$ cat src/rtl/mips_multicycle_ctrl.sv
// ---------------------------------------------------------------------------
// mips_multicycle_ctrl
//   Control FSM for a multicycle MIPS datapath. Sequences fetch / decode /
//   execute / memory / writeback, handshakes with a wait-stated memory and
//   traps on illegal instructions or memory timeouts.
//
// Parameters
//   MEM_WAIT_MAX : last wait cycle (from 0) in which mem_ready_in is accepted
//   CNT_W        : wait counter width, 2**CNT_W must exceed MEM_WAIT_MAX
//
// Ports
//   clk_in, reset_n_in          clock, async active-low reset
//   opcode_in, funct_in         IR[31:26], IR[5:0] (sampled in DECODE)
//   zero_in                     ALU zero flag (beq)
//   mem_ready_in                memory completes current access this cycle
//   pcEn_out .. extendCntrl_out datapath controls (combinational from state)
//   instrDone_out               pulse in final cycle of each instruction
//   illegal_out, busErr_out     sticky trap causes
//   state_out                   current state (debug)
// ---------------------------------------------------------------------------
module mips_multicycle_ctrl #(
    parameter int MEM_WAIT_MAX = 15,
    parameter int CNT_W        = 4
) (
    input  logic       clk_in,
    input  logic       reset_n_in,
    input  logic [5:0] opcode_in,
    input  logic [5:0] funct_in,
    input  logic       zero_in,
    input  logic       mem_ready_in,
    output logic       pcEn_out,
    output logic       iorD_out,
    output logic       memRead_out,
    output logic       memWrite_out,
    output logic       irWrite_out,
    output logic       regDst_out,
    output logic       memToReg_out,
    output logic       regWrite_out,
    output logic       aluSrcA_out,
    output logic [1:0] aluSrcB_out,
    output logic [2:0] aluCntrl_out,
    output logic [1:0] pcSrc_out,
    output logic       extendCntrl_out,
    output logic       instrDone_out,
    output logic       illegal_out,
    output logic       busErr_out,
    output logic [3:0] state_out
);

    typedef enum logic [3:0] {
        S_IDLE   = 4'd0,
        S_FETCH  = 4'd1,
        S_DECODE = 4'd2,
        S_MEMADR = 4'd3,
        S_MEMRD  = 4'd4,
        S_MEMWB  = 4'd5,
        S_MEMWR  = 4'd6,
        S_RTEXEC = 4'd7,
        S_RTWB   = 4'd8,
        S_BRANCH = 4'd9,
        S_IEXEC  = 4'd10,
        S_IWB    = 4'd11,
        S_JUMP   = 4'd12,
        S_TRAP   = 4'd13
    } state_t;

    localparam logic [5:0] OP_RTYPE = 6'b000000;
    localparam logic [5:0] OP_LW    = 6'b100011;
    localparam logic [5:0] OP_SW    = 6'b101011;
    localparam logic [5:0] OP_BEQ   = 6'b000100;
    localparam logic [5:0] OP_ADDI  = 6'b001000;
    localparam logic [5:0] OP_ANDI  = 6'b001100;
    localparam logic [5:0] OP_ORI   = 6'b001101;
    localparam logic [5:0] OP_SLTI  = 6'b001010;
    localparam logic [5:0] OP_J     = 6'b000010;

    localparam logic [5:0] FN_ADD = 6'b100000;
    localparam logic [5:0] FN_SUB = 6'b100010;
    localparam logic [5:0] FN_AND = 6'b100100;
    localparam logic [5:0] FN_OR  = 6'b100101;
    localparam logic [5:0] FN_SLT = 6'b101010;

    localparam logic [2:0] ALU_ADD = 3'b010;
    localparam logic [2:0] ALU_SUB = 3'b110;
    localparam logic [2:0] ALU_AND = 3'b000;
    localparam logic [2:0] ALU_OR  = 3'b001;
    localparam logic [2:0] ALU_SLT = 3'b111;

    state_t           r_state;
    state_t           w_next;
    logic [CNT_W-1:0] r_cnt;
    logic [5:0]       r_opcode;
    logic [5:0]       r_funct;
    logic             r_illegal;
    logic             r_buserr;

    logic             w_is_mem;
    logic             w_last_wait;
    logic             w_rt_legal;

    // States that wait on the memory handshake.
    assign w_is_mem    = (r_state == S_FETCH) || (r_state == S_MEMRD) ||
                         (r_state == S_MEMWR);
    assign w_last_wait = (r_cnt == CNT_W'(MEM_WAIT_MAX));

    always_comb begin
        w_rt_legal = 1'b0;
        case (funct_in)
            FN_ADD, FN_SUB, FN_AND, FN_OR, FN_SLT: w_rt_legal = 1'b1;
            default:                               w_rt_legal = 1'b0;
        endcase
    end

    // ------------------------------------------------------------------
    // Next-state logic
    // ------------------------------------------------------------------
    always_comb begin
        w_next = r_state;
        case (r_state)
            S_IDLE:   w_next = S_FETCH;
            S_FETCH: begin
                if (mem_ready_in)     w_next = S_DECODE;
                else if (w_last_wait) w_next = S_TRAP;
            end
            S_DECODE: begin
                // Decoded from the live IR bits; the latched copy is only
                // valid from the following cycle onward.
                case (opcode_in)
                    OP_LW, OP_SW:                      w_next = S_MEMADR;
                    OP_RTYPE:                          w_next = w_rt_legal ? S_RTEXEC : S_TRAP;
                    OP_BEQ:                            w_next = S_BRANCH;
                    OP_ADDI, OP_ANDI, OP_ORI, OP_SLTI: w_next = S_IEXEC;
                    OP_J:                              w_next = S_JUMP;
                    default:                           w_next = S_TRAP;
                endcase
            end
            S_MEMADR: w_next = (r_opcode == OP_SW) ? S_MEMWR : S_MEMRD;
            S_MEMRD: begin
                if (mem_ready_in)     w_next = S_MEMWB;
                else if (w_last_wait) w_next = S_TRAP;
            end
            S_MEMWB:  w_next = S_FETCH;
            S_MEMWR: begin
                if (mem_ready_in)     w_next = S_FETCH;
                else if (w_last_wait) w_next = S_TRAP;
            end
            S_RTEXEC: w_next = S_RTWB;
            S_RTWB:   w_next = S_FETCH;
            S_BRANCH: w_next = S_FETCH;
            S_IEXEC:  w_next = S_IWB;
            S_IWB:    w_next = S_FETCH;
            S_JUMP:   w_next = S_FETCH;
            S_TRAP:   w_next = S_TRAP;
            default:  w_next = S_IDLE;
        endcase
    end

    // ------------------------------------------------------------------
    // State, wait counter, latched IR fields, sticky trap flags
    // ------------------------------------------------------------------
    always_ff @(posedge clk_in or negedge reset_n_in) begin
        if (!reset_n_in) begin
            r_state   <= S_IDLE;
            r_cnt     <= '0;
            r_opcode  <= '0;
            r_funct   <= '0;
            r_illegal <= 1'b0;
            r_buserr  <= 1'b0;
        end else begin
            r_state <= w_next;

            // Counts only while a memory state waits on itself; any other
            // transition (including entry into a memory state) clears it,
            // so the entry cycle is always wait 0.
            if (w_is_mem && (w_next == r_state))
                r_cnt <= r_cnt + 1'b1;
            else
                r_cnt <= '0;

            if (r_state == S_DECODE) begin
                r_opcode <= opcode_in;
                r_funct  <= funct_in;
            end

            if ((r_state == S_DECODE) && (w_next == S_TRAP))
                r_illegal <= 1'b1;
            if (w_is_mem && (w_next == S_TRAP))
                r_buserr <= 1'b1;
        end
    end

    // ------------------------------------------------------------------
    // Datapath controls
    // ------------------------------------------------------------------
    always_comb begin
        pcEn_out        = 1'b0;
        iorD_out        = 1'b0;
        memRead_out     = 1'b0;
        memWrite_out    = 1'b0;
        irWrite_out     = 1'b0;
        regDst_out      = 1'b0;
        memToReg_out    = 1'b0;
        regWrite_out    = 1'b0;
        aluSrcA_out     = 1'b0;
        aluSrcB_out     = 2'b00;
        aluCntrl_out    = 3'b000;
        pcSrc_out       = 2'b00;
        extendCntrl_out = 1'b0;
        instrDone_out   = 1'b0;
        case (r_state)
            S_FETCH: begin
                memRead_out  = 1'b1;
                aluSrcB_out  = 2'b01;
                aluCntrl_out = ALU_ADD;
                irWrite_out  = mem_ready_in;
                pcEn_out     = mem_ready_in;
            end
            S_DECODE: begin
                aluSrcB_out     = 2'b11;
                aluCntrl_out    = ALU_ADD;
                extendCntrl_out = 1'b1;
            end
            S_MEMADR: begin
                aluSrcA_out     = 1'b1;
                aluSrcB_out     = 2'b10;
                aluCntrl_out    = ALU_ADD;
                extendCntrl_out = 1'b1;
            end
            S_MEMRD: begin
                memRead_out = 1'b1;
                iorD_out    = 1'b1;
            end
            S_MEMWB: begin
                memToReg_out  = 1'b1;
                regWrite_out  = 1'b1;
                instrDone_out = 1'b1;
            end
            S_MEMWR: begin
                memWrite_out  = 1'b1;
                iorD_out      = 1'b1;
                instrDone_out = mem_ready_in;
            end
            S_RTEXEC: begin
                aluSrcA_out = 1'b1;
                case (r_funct)
                    FN_SUB:  aluCntrl_out = ALU_SUB;
                    FN_AND:  aluCntrl_out = ALU_AND;
                    FN_OR:   aluCntrl_out = ALU_OR;
                    FN_SLT:  aluCntrl_out = ALU_SLT;
                    default: aluCntrl_out = ALU_ADD;
                endcase
            end
            S_RTWB: begin
                regDst_out    = 1'b1;
                regWrite_out  = 1'b1;
                instrDone_out = 1'b1;
            end
            S_BRANCH: begin
                aluSrcA_out   = 1'b1;
                aluCntrl_out  = ALU_SUB;
                pcSrc_out     = 2'b01;
                pcEn_out      = zero_in;
                instrDone_out = 1'b1;
            end
            S_IEXEC: begin
                aluSrcA_out = 1'b1;
                aluSrcB_out = 2'b10;
                // Logical immediates are zero-extended, arithmetic ones
                // sign-extended.
                case (r_opcode)
                    OP_ANDI: begin aluCntrl_out = ALU_AND; extendCntrl_out = 1'b0; end
                    OP_ORI:  begin aluCntrl_out = ALU_OR;  extendCntrl_out = 1'b0; end
                    OP_SLTI: begin aluCntrl_out = ALU_SLT; extendCntrl_out = 1'b1; end
                    default: begin aluCntrl_out = ALU_ADD; extendCntrl_out = 1'b1; end
                endcase
            end
            S_IWB: begin
                regWrite_out  = 1'b1;
                instrDone_out = 1'b1;
            end
            S_JUMP: begin
                pcSrc_out     = 2'b10;
                pcEn_out      = 1'b1;
                instrDone_out = 1'b1;
            end
            default: ;
        endcase
    end

    assign illegal_out = r_illegal;
    assign busErr_out  = r_buserr;
    assign state_out   = r_state;

endmodule

$ cat config.mk
export PLATFORM = sky130hd
export DESIGN_NAME = mips_multicycle_ctrl
export DESIGN_NICKNAME = d
export VERILOG_FILES = /design/src/rtl/mips_multicycle_ctrl.sv
export SDC_FILE = /design/constraint.sdc
export NUM_CORES = 1
export LEC_CHECK = 0
export CAP_MARGIN = 20
export CORE_UTILIZATION = 48
export DETAILED_ROUTE_END_ITERATION = 8
export MAX_ROUTING_LAYER = met4
export PLACE_DENSITY = 0.85
export SLEW_MARGIN = 30
export SYNTH_ARGS = -nofsm -noshare
export SYNTH_HDL_FRONTEND = slang
export SYNTH_SLANG_ARGS = --single-unit
export TNS_END_PERCENT = 100
$ cat constraint.sdc
create_clock -name clk_in -period 2.34 [get_ports clk_in]
set_clock_uncertainty 0.1 [all_clocks]
set_input_delay 0.234 -clock clk_in [delete_from_list [all_inputs] [get_ports clk_in]]
set_output_delay 0.234 -clock clk_in [all_outputs]
set_load 0.02 [all_outputs]
==> metrics.md, run 1 <==
| Metric | Value |
|---|---|
| Die height | between 50 and 60 um |
| Worst relative slew slack | ~69% |
| Layout filler cell count | around 210 |
| Final net count | roughly 240 |
| Fin crit share | about 96% |
| Placer's final routability congestion estimate | about 0.95 |
| Length of routed met3 wiring | roughly 170 um |
| Clock tree from TritonCTS | built |
| Vias/cell | slightly below 6 |
| Syn Nets | roughly 180 |
| Time the final worst path needs with I/O delays and setup | approximately 2.3 ns |
| Run status | finished with violations |
| Total Routed Length | approximately 3900 um |
| Fmax | between 0.4 and 0.5 GHz |
| Power Dens Cells | 1250 nW/um2 |
| Worst Tran Pin Value | ~0.46 ns |
| Hold-fix buffers, CTS | 0 |
| Count of warnings emitted by yosys | 0 |
| Top routing layer used | met4 |
| Number of antenna violations at the first check in global routing | 0 |
| Total routed wire length on the met1 layer | 1690 um |
| Classification of the worst-slack hold path | input pin to asynchronous set/reset pin |
| Register Area | approximately 550 um2 |
| Async set-reset flop share out of synthesis | 100% |
| Leakage | 0.000935 uW |
| Antenna Violating Nets Remaining | 0 |
| Via count | between 1k and 1.5k |
| Critical path capture point | pcSrc_out[1] |
| Number of inserted diodes | 0 |
| Top cell type's share of synthesized area | about 37% |
| Buffer levels on the longest clock path | 2 |
| Worst reg2reg path depth | 7 |
| Via count of the first global-routing pass | about 1.4k |
| Number of DRC violations after detailed-routing iteration 0 | 60 |
| Critical path start-end classification | register to output port |
| Wire length of the first global-routing pass | 6410 um |
| Later-pin clock latency in the skew report | around 0.30 ns |
| Final core utilization | 72.2% |
| IO Count | 40 |
| Remaining DRCs | 1 |
| Synthesized instance count | about 170 |
| Post-Syn Area | about 1500 um2 |
| Biggest area consumer among synthesized cells | sky130_fd_sc_hd__dfrtp_1 |
| Mean post-synth cell area | 8.92 um2 |
| Fin. max-slew vios | 0 |
| Count of final setup violators | 0 |
| Width of the die | 57.6 um |
| Launch instance of the worst register-to-register path | state_out[1] |
| Reg-to-reg slack, setup | 0.15 ns |
| CORE AREA | about 2800 um2 |
| Aggregate global-route resource usage | 25.8% |
| Most frequently used flop master after synthesis | sky130_fd_sc_hd__dfrtp_1 |
| Reg-to-Reg End | r_cnt[3] |
| Final HPWL from detailed placement | 3000 um |
| Number of enable flip-flop cells after synthesis | 0 |
| H-Tree Level Count | 1 |
| Critical Path Start Type | register |
| Post-placement worst setup slack | around 0.058 ns |
| CTS Buf Count | 3 |
| Accumulated negative setup slack | 0 ns |
| Biggest area contributors in the synthesized netlist | sky130_fd_sc_hd__dfrtp_1 37%, sky130_fd_sc_hd__mux2_2 7.6%, sky130_fd_sc_hd__nor2_1 4.1% |
| Cell variety after synth | 48 |
| Proportion of layout cells with a drive suffix above 1 | about 22% |
| Initial Util | a little over half |
| Footprint of the multi-input gates | 881 um2 |
| Routed wire length on met2 | between 1500 and 2000 um |
| RSZ-0062 raised after global routing | no |
| Sink Count | 22 |
| Data arrival time of the worst path | 1.92 ns |
| Element type at the critical path end | output port |
| Area growth from synthesis to final layout | 37.8% |
| Standard-cell row count | 19 |
| Sequential cell area fraction in the yosys report | between 30% and 40% |
| Clock root buffer master | sky130_fd_sc_hd__clkbuf_4 |
| Largest net degree at the start of global routing | 23 |
| DR pass1 iterations | 8 |
| Gr ovfl total | 0 |
| Max-cap check violation count | 0 |
| Port-buffer cells | 39 |
| Source of the critical timing path | state_out[2] |
| Post-CTS clock slew at the launch and capture registers of the worst setup and hold paths | approximately 0.13 ns |
| Final Worst Setup Slack | approximately 0.084 ns |
| Library cell with the highest instance count after synthesis | sky130_fd_sc_hd__dfrtp_1 |
| Required time of the worst setup path | about 2.0 ns |
| Peak VDD IR | 0.000739 V |
| Routed length per placed instance | 15.8 um |
| Largest fanout on the critical path | 14 |
| Floorplan die area | between 3000 and 4000 um2 |
| Final Hold Viols | 0 |
| Violations in the final reports | DRC |
| Number of synthesized register bits | 22 |
| Most common library cells after synthesis | 22 x sky130_fd_sc_hd__dfrtp_1, 16 x sky130_fd_sc_hd__nor2_1, 13 x sky130_fd_sc_hd__nand2_1, 11 x sky130_fd_sc_hd__a21oi_1, 10 x sky130_fd_sc_hd__mux2_2 |
==> placed cells by master, fill, tap and decap left out, types with 4 or more instances in the layout <==
master,instances
sky130_fd_sc_hd__clkdlybuf4s50_1,25
sky130_fd_sc_hd__dfrtp_1,22
sky130_fd_sc_hd__buf_4,20
sky130_fd_sc_hd__nor2_1,15
sky130_fd_sc_hd__nand2_1,13
sky130_fd_sc_hd__a21oi_1,11
sky130_fd_sc_hd__mux2_2,10
sky130_fd_sc_hd__o21ai_0,8
sky130_fd_sc_hd__dlygate4sd2_1,7
sky130_fd_sc_hd__nand2b_1,5
sky130_fd_sc_hd__inv_1,5
sky130_fd_sc_hd__o22ai_1,5
sky130_fd_sc_hd__nand3_1,5
sky130_fd_sc_hd__nor2b_1,4
sky130_fd_sc_hd__a211oi_1,4
sky130_fd_sc_hd__dlymetal6s2s_1,4
==> power by group <==
part           internal, uW  switching [uW]  leakage, uW  total [uW]
Combinational           775             956     0.000643        1730
Clock                  60.0             112    0.0000138         172
Sequential              536             106     0.000278         642
Total                  1370            1170     0.000935        2550
==> cell type report <==
cell class | count | share of cell area, %
clock buffers | 3 | 1.10
inverters | 6 | 1.10
well taps | 31 | 1.90
multi-input cells | 128 | 43.1
flip-flops and latches | 22 | 27.0
repair buffers | 59 | 25.8
==> worst max-delay path, stage by stage, from the launching register on <==
cell	delay [ns]
sky130_fd_sc_hd__dfrtp_1	0.37
sky130_fd_sc_hd__buf_4	0.15
sky130_fd_sc_hd__buf_4	0.19
sky130_fd_sc_hd__nand2_1	0.12
sky130_fd_sc_hd__nor3_2	0.16
sky130_fd_sc_hd__clkdlybuf4s50_1	0.64
==> flip-flops by register name, indices dropped and copies added, names as in the netlist <==
signal       count
illegal_out      1
r_opcode         6
r_cnt            4
state_out        4
r_funct          6
busErr_out       1
==> how the worst min path moves through the flow <==
stage | start | endpoint | slack (ns)
detailed placement | busErr_out | busErr_out | 0.36
CTS | reset_n_in | state_out[0] | 0.18
floorplan | reset_n_in | busErr_out | -0.16
global placement | busErr_out | busErr_out | 0.34
global route | reset_n_in | state_out[0] | 0.21
finish | reset_n_in | r_cnt[0] | 0.17
==> layer usage <==
| layer | GRT usage, % | vias to the layer above |
|---|---|---|
| li1 | - | 719 |
| met1 | 32.5 | 705 |
| met2 | 44.0 | 49 |
| met3 | 3.40 | 8 |
| met4 | 5.92 | 0 |
| met5 | - | - |
==> timing repair <==
item,CTS,global route
endpoints found under the setup margin,10,7
pin swaps,1,0
buffers inserted,1,0
gates resized for setup,15,11
==> logic make-up (layout without fill, tap and decap cells) <==
family	Yosys count	count (layout)	share of synthesized area, %
simple gates	63	63	22.8
compound gates	50	50	24.7
flops	22	22	37.2
buf+inv	16	68	4.39
mux	11	11	8.28
xor+xnor	3	3	1.77
fa+ha+maj	1	1	0.844
==> per-stage QoR <==
step	cells	cell area [um2]	total power (uW)	hold slack, ns
2_1_floorplan	166	1480	1690	-0.162
6_report	249	2040	2550	0.167
3_5_place_dp	245	2010	2420	0.359
3_3_place_gp	245	2010	2380	0.340
4_1_cts	249	2040	2550	0.181
5_1_grt	249	2040	2710	0.211
(Power assumes the default switching activity.)
==> run 2: changes to the inputs <==
- GPL_TIMING_DRIVEN: not set -> 0
==> metrics.md, run 2 (synthesis results as in run 1) <==
| Metric | Value |
|---|---|
| Final net count | 230 (-3.0%) |
| Element type at the critical path end | output port |
| Standard-cell row count | 19 (unchanged) |
| Fmax | 0.445 GHz (+0.35%) |
| Initial Util | 52.4% (unchanged) |
| Clock root buffer master | sky130_fd_sc_hd__clkbuf_4 |
| Sink Count | 22 (unchanged) |
| Data arrival time of the worst path | 1.91 ns (about the same) |
| Total Routed Length | 4100 um (+4.4%) |
| Largest fanout on the critical path | 10 (-4) |
| Footprint of the multi-input gates | 907 um2 (+3.0%) |
| Launch instance of the worst register-to-register path | state_out[0] |
| Worst reg2reg path depth | 4 (-3) |
| Antenna Violating Nets Remaining | 0 (unchanged) |
| RSZ-0062 raised after global routing | no |
| Largest registers | r_funct (6), r_opcode (6) |
| Floorplan die area | 3310 um2 (unchanged) |
| Width of the die | 57.6 um (unchanged) |
| Via count | 1475 (-0.41%) |
| Required time of the worst setup path | 2.01 ns (about the same) |
| Via count of the first global-routing pass | 1451 (+3.5%) |
| Area after DPL | 1900 um2 (-5.5%) |
| Final Worst Setup Slack | 0.0921 ns (+0.00788 ns) |
| H-Tree Level Count | 1 (unchanged) |
| Final Hold Viols | 0 (unchanged) |
| Number of inserted diodes | 0 (unchanged) |
| IO Count | 40 (unchanged) |
| Critical Path Start Type | register |
| Gr ovfl total | 0 (unchanged) |
| Number of antenna violations at the first check in global routing | 0 (unchanged) |
| Remaining DRCs | 1 (unchanged) |
| Leakage | 0.000951 uW (+1.7%) |
| Most frequent standard cell in the layout excluding fill and tap cells | sky130_fd_sc_hd__clkdlybuf4s50_1 |
| Post-placement worst setup slack | -0.335 ns (-0.393 ns) |
| Proportion of layout cells with a drive suffix above 1 | 22.2% (+0.15 points) |
| CTS Buf Count | 3 (unchanged) |
| Buffer levels on the longest clock path | 2 (unchanged) |
| Run status | finished with violations |
| Die height | 57.6 um (unchanged) |
| Wire length of the first global-routing pass | 6620 um (+3.2%) |
| Time the final worst path needs with I/O delays and setup | 2.25 ns (-0.00788 ns) |
| Max-cap check violation count | 0 (unchanged) |
| Hold Worst Slack | 0.291 ns (+0.123 ns) |
| Violations in the final reports | DRC |
| Highest-count cells in the layout ignoring fill and taps | 22 x sky130_fd_sc_hd__clkdlybuf4s50_1, 19 x sky130_fd_sc_hd__dfrtp_1, 15 x sky130_fd_sc_hd__nor2_1 |
| Final HPWL from detailed placement | 2960 um (-1.3%) |
| Post-CTS clock slew at the launch and capture registers of the worst setup and hold paths | 0.14 ns (about the same) |
| Routed length per placed instance | 16.9 um (+7.0%) |
| Peak VDD IR | 0.000643 V (-13%) |
| Cells along the critical path | buf_6 -> nand2_1 -> or4b_4 -> o32ai_1 -> buf_2 |
| Aggregate global-route resource usage | 27.0% (+1.2 points) |
| Count of final setup violators | 0 (unchanged) |
| Total Power Consumption | 2700 uW (+6.2%) |
| Classification of the worst-slack hold path | input pin to asynchronous set/reset pin |
| Number of DRC violations after detailed-routing iteration 0 | 56 (-6.7%) |
| Total non-filler cell area in the finished layout | 2050 um2 (+0.31%) |
| Worst Tran Pin Value | 0.514 ns (+0.0512 ns) |
| Fin. max-slew vios | 0 (unchanged) |
| CORE AREA | 2830 um2 (unchanged) |
| Register Area | 554 um2 (+0.68%) |
| Accumulated negative setup slack | 0 ns (unchanged) |
| Fin crit share | 96.1% (-0.34 points) |
| Critical path start-end classification | register to output port |
| Placer's final routability congestion estimate | 0.907 (-4.7%) |
| Area growth from synthesis to final layout | 38.3% |
| Power Dens Cells | 1320 nW/um2 (+5.9%) |
| Slowest-stage cell, CP | sky130_fd_sc_hd__or4b_4 |
| Source of the critical timing path | state_out[0] |
| Largest net degree at the start of global routing | 23 (unchanged) |
| Clock tree from TritonCTS | built |
| Port-buffer cells | 38 (-2.6%) |
| Layout filler cell count | 228 (+9.1%) |
| Worst relative slew slack | 65.8% (-3.1 points) |
| DR pass1 iterations | 6 (-2) |
| Vias/cell | 6.07 (+2.1%) |
| Later-pin clock latency in the skew report | 0.33 ns (+0.03 ns) |
| Peak per-stage delay on the critical path | 0.52 ns (-0.12 ns) |
==> run 2: area by class of cell <==
class	instances	area share, %
Buffer	8	2.44
Clock buffer	3	1.10
Clock inverter	1	1.47
Inverter	6	1.16
Multi-Input combinational cell	128	44.3
Sequential cell	22	27.1
Tap cell	31	1.89
Timing Repair Buffer	44	20.6
==> run 2: path summary, 6_finish.rpt <==
path	to	slack, ns
min reg2reg	busErr_out	0.38
max in group asynchronous	state_out[3]	1.47
max reg2reg	r_opcode[4]	0.27
min in group clk_in	busErr_out	0.38
max	aluCntrl_out[0]	0.09
min	r_funct[5]	0.29
==> run 2: report_power, final <==
part,total [uW],internal (uW),switching (uW),leakage [uW]
logic,1700,765,931,0.000649
clock network,303,173,130,0.0000279
registers,705,540,164,0.000274
total,2700,1480,1230,0.000951
==> run 2: critical path, delay by kind of cell (launching register included) <==
| family | cells | cell delay [ns] |
|---|---|---|
| AOI/OAI and AO/OA | 1 | 0.13 |
| buffers and inverters | 2 | 0.36 |
| DFF | 1 | 0.43 |
| and+or+nand+nor | 2 | 0.65 |
==> run 2: layer usage <==
metal  wire length, um  share of wire, %  track usage (%)  up-vias
met1              1640                40             31.2      698
met2              2130                52             45.0       67
met5                 0                 0                -        -
li1                  -                 -                -      702
met3               266               6.5             6.12        8
met4                52               1.3             11.1        0
==> run 2: metrics by stage <==
| step | cells | utilization (%) |
|---|---|---|
| 3_5_place_dp | 235 | 67.2 |
| 4_1_cts | 242 | 70.7 |
| 2_1_floorplan | 166 | - |
| 6_report | 243 | 72.4 |
| 5_1_grt | 243 | 72.4 |
| 3_3_place_gp | 235 | 67.2 |
==> run 2: what timing repair did <==
action	in CTS	in global routing
setup endpoints to repair	17	10
buffers inserted	5	0
gates resized for setup	28	15
endpoints found under the hold margin	0	22
hold buffers	0	1
==> run 3: changes to the inputs <==
- REMOVE_ABC_BUFFERS: not set -> 1
==> metrics.md, run 3 (synthesis results as in run 1) <==
| Metric | Value |
|---|---|
| Run status | finished with violations |
| Violations in the final reports | DRC |
| Count of final setup violators | 0 (unchanged) |
| Largest fanout on the critical path | 7 (-3) |
| Proportion of layout cells with a drive suffix above 1 | 23.6% (+1.4 points) |
| Time the final worst path needs with I/O delays and setup | 2.28 ns (+0.0343 ns) |
| CORE AREA | 2830 um2 (unchanged) |
| Worst relative slew slack | 49.5% (-16 points) |
| Slowest-stage cell, CP | sky130_fd_sc_hd__clkdlybuf4s50_1 |
| Number of inserted diodes | 0 (unchanged) |
| Total Routed Length | 4220 um (+3.0%) |
| Routed wire length on met2 | 2100 um (-1.5%) |
| H-Tree Level Count | 1 (unchanged) |
| Reg-to-Reg End | illegal_out |
| Required time of the worst setup path | 2.01 ns (about the same) |
| Most frequent standard cell in the layout excluding fill and tap cells | sky130_fd_sc_hd__clkdlybuf4s50_1 |
| Via count | 1557 (+5.6%) |
| Largest registers | r_funct (6), r_opcode (6) |
| Length of routed met3 wiring | 338 um (+27%) |
| Final net count | 230 (unchanged) |
| Width of the die | 57.6 um (unchanged) |
| Top routing layer used | met4 |
| Final core utilization | 72.9% (+0.49 points) |
| Launch instance of the worst register-to-register path | state_out[3] |
| Die height | 57.6 um (unchanged) |
| Critical path start-end classification | register to output port |
| Standard-cell row count | 19 (unchanged) |
| Data arrival time of the worst path | 1.95 ns (+0.04 ns) |
| Final Hold Viols | 0 (unchanged) |
| Aggregate global-route resource usage | 28.1% (+1.1 points) |
| Floorplan die area | 3310 um2 (unchanged) |
| Largest net degree at the start of global routing | 23 (unchanged) |
| Final HPWL from detailed placement | 2770 um (-6.5%) |
| Cells along the critical path | nand2b_1 -> nor2_1 -> clkdlybuf4s50_1 |
| Later-pin clock latency in the skew report | 0.32 ns (about the same) |
| Initial Util | 52.4% (unchanged) |
| Layout filler cell count | 204 (-11%) |
| DR pass1 iterations | 7 (+1) |
| Element type at the critical path end | output port |
| Remaining DRCs | 3 (+2) |
| Non-filler cells in the finished layout | 243 (unchanged) |
| Fin. max-slew vios | 0 (unchanged) |
| Peak VDD IR | 0.000777 V (+21%) |
| Gr ovfl total | 0 (unchanged) |
| Total routed wire length on the met1 layer | 1690 um (+2.7%) |
| Placed cell count | 226 (-3.8%) |
| Area growth from synthesis to final layout | 39.2% |
| Routed length per placed instance | 17.3 um (+3.0%) |
| Highest-count cells in the layout ignoring fill and taps | 25 x sky130_fd_sc_hd__clkdlybuf4s50_1, 18 x sky130_fd_sc_hd__dfrtp_1, 14 x sky130_fd_sc_hd__nor2_1 |
| Fmax | 0.438 GHz (-1.5%) |
| Critical path capture point | memWrite_out |
| Post-CTS clock slew at the launch and capture registers of the worst setup and hold paths | 0.13 ns (about the same) |
| Sink Count | 22 (unchanged) |
| Footprint of the multi-input gates | 906 um2 (-0.14%) |
| Number of DRC violations after detailed-routing iteration 0 | 79 (+41%) |
| Source of the critical timing path | state_out[0] |
| Wire length of the first global-routing pass | 6990 um (+5.6%) |
| Fin crit share | 97.5% (+1.5 points) |
| Worst reg2reg path depth | 6 (+2) |
| Critical Path Start Type | register |
| Register Area | 556 um2 (+0.23%) |
| Leakage | 0.000944 uW (-0.71%) |
| Max-cap check violation count | 0 (unchanged) |
| Via count of the first global-routing pass | 1486 (+2.4%) |
| Number of antenna violations at the first check in global routing | 0 (unchanged) |
| Classification of the worst-slack hold path | input pin to asynchronous set/reset pin |
| Clock tree from TritonCTS | built |
| Peak per-stage delay on the critical path | 0.63 ns (+0.11 ns) |
| Reg-to-reg slack, setup | 0.19 ns (-0.08 ns) |
| Total Power Consumption | 2760 uW (+2.1%) |
| CTS Buf Count | 3 (unchanged) |
| Port-buffer cells | 39 (+2.6%) |
| Worst Tran Pin Value | 0.755 ns (+0.242 ns) |
| Placer's final routability congestion estimate | 0.879 (-3.1%) |
| Power Dens Cells | 1340 nW/um2 (+1.4%) |
| Buffer levels on the longest clock path | 2 (unchanged) |
| RSZ-0062 raised after global routing | yes |
| Antenna Violating Nets Remaining | 0 (unchanged) |
| Clock root buffer master | sky130_fd_sc_hd__clkbuf_4 |
| IO Count | 40 (unchanged) |
| Vias/cell | 6.41 (+5.6%) |
| Accumulated negative setup slack | 0 ns (unchanged) |
-- run 3: worst min path at each step --
stage / end / slack (ns) / cells after the start
after global routing: r_cnt[3] / 0.33 / 2
after floorplan: busErr_out / -0.16 / 0
after detailed placement: busErr_out / 0.36 / 1
after global placement: busErr_out / 0.34 / 1
after CTS: r_cnt[3] / 0.39 / 1
final: state_out[0] / 0.29 / 2
-- run 3: cell type report --
class	count	share of cell area, %
multi-input cells	128	43.9
well taps	31	1.88
clock buffers	3	1.09
clock inverters	1	1.46
repair buffers	52	23.5
inverters	6	1.15
flip-flops and latches	22	26.9
-- run 3: timing repair --
item                                    CTS  global route
buffers inserted                         12             0
resized for setup                        24            14
hold buffers                              0             1
endpoints found under the hold margin     0            22
endpoints found under the setup margin   17             7
-- run 3: power by group --
group | leakage [uW] | internal, uW | switching [uW] | total, uW
sequential | 0.000273 | 542 | 166 | 709
combinational | 0.000643 | 795 | 961 | 1760
clock | 0.0000279 | 173 | 122 | 295
-- run 3: per-layer routing --
layer	global-route usage, %	vias to the layer above
met4	8.71	0
met1	35.4	748
met5	-	-
met2	47.0	88
li1	-	707
met3	3.63	14
-- run 3: stage by stage --
stage | hold slack, ns | setup WS (ns) | cell area [um2]
after detailed placement | 0.356 | -0.417 | 1870
after floorplan | -0.162 | 0.0837 | 1440
after global placement | 0.341 | -0.346 | 1870
after CTS | 0.387 | 0.0132 | 2030
after global routing | 0.331 | -0.0241 | 2060
final | 0.294 | 0.0579 | 2060
-- run 3: critical path, delay by kind of cell (launching register included) --
kind                   cells  cell delay [ns]
AND/OR/NAND/NOR            2             0.51
flip-flops                 1             0.49
buffers and inverters      1             0.63
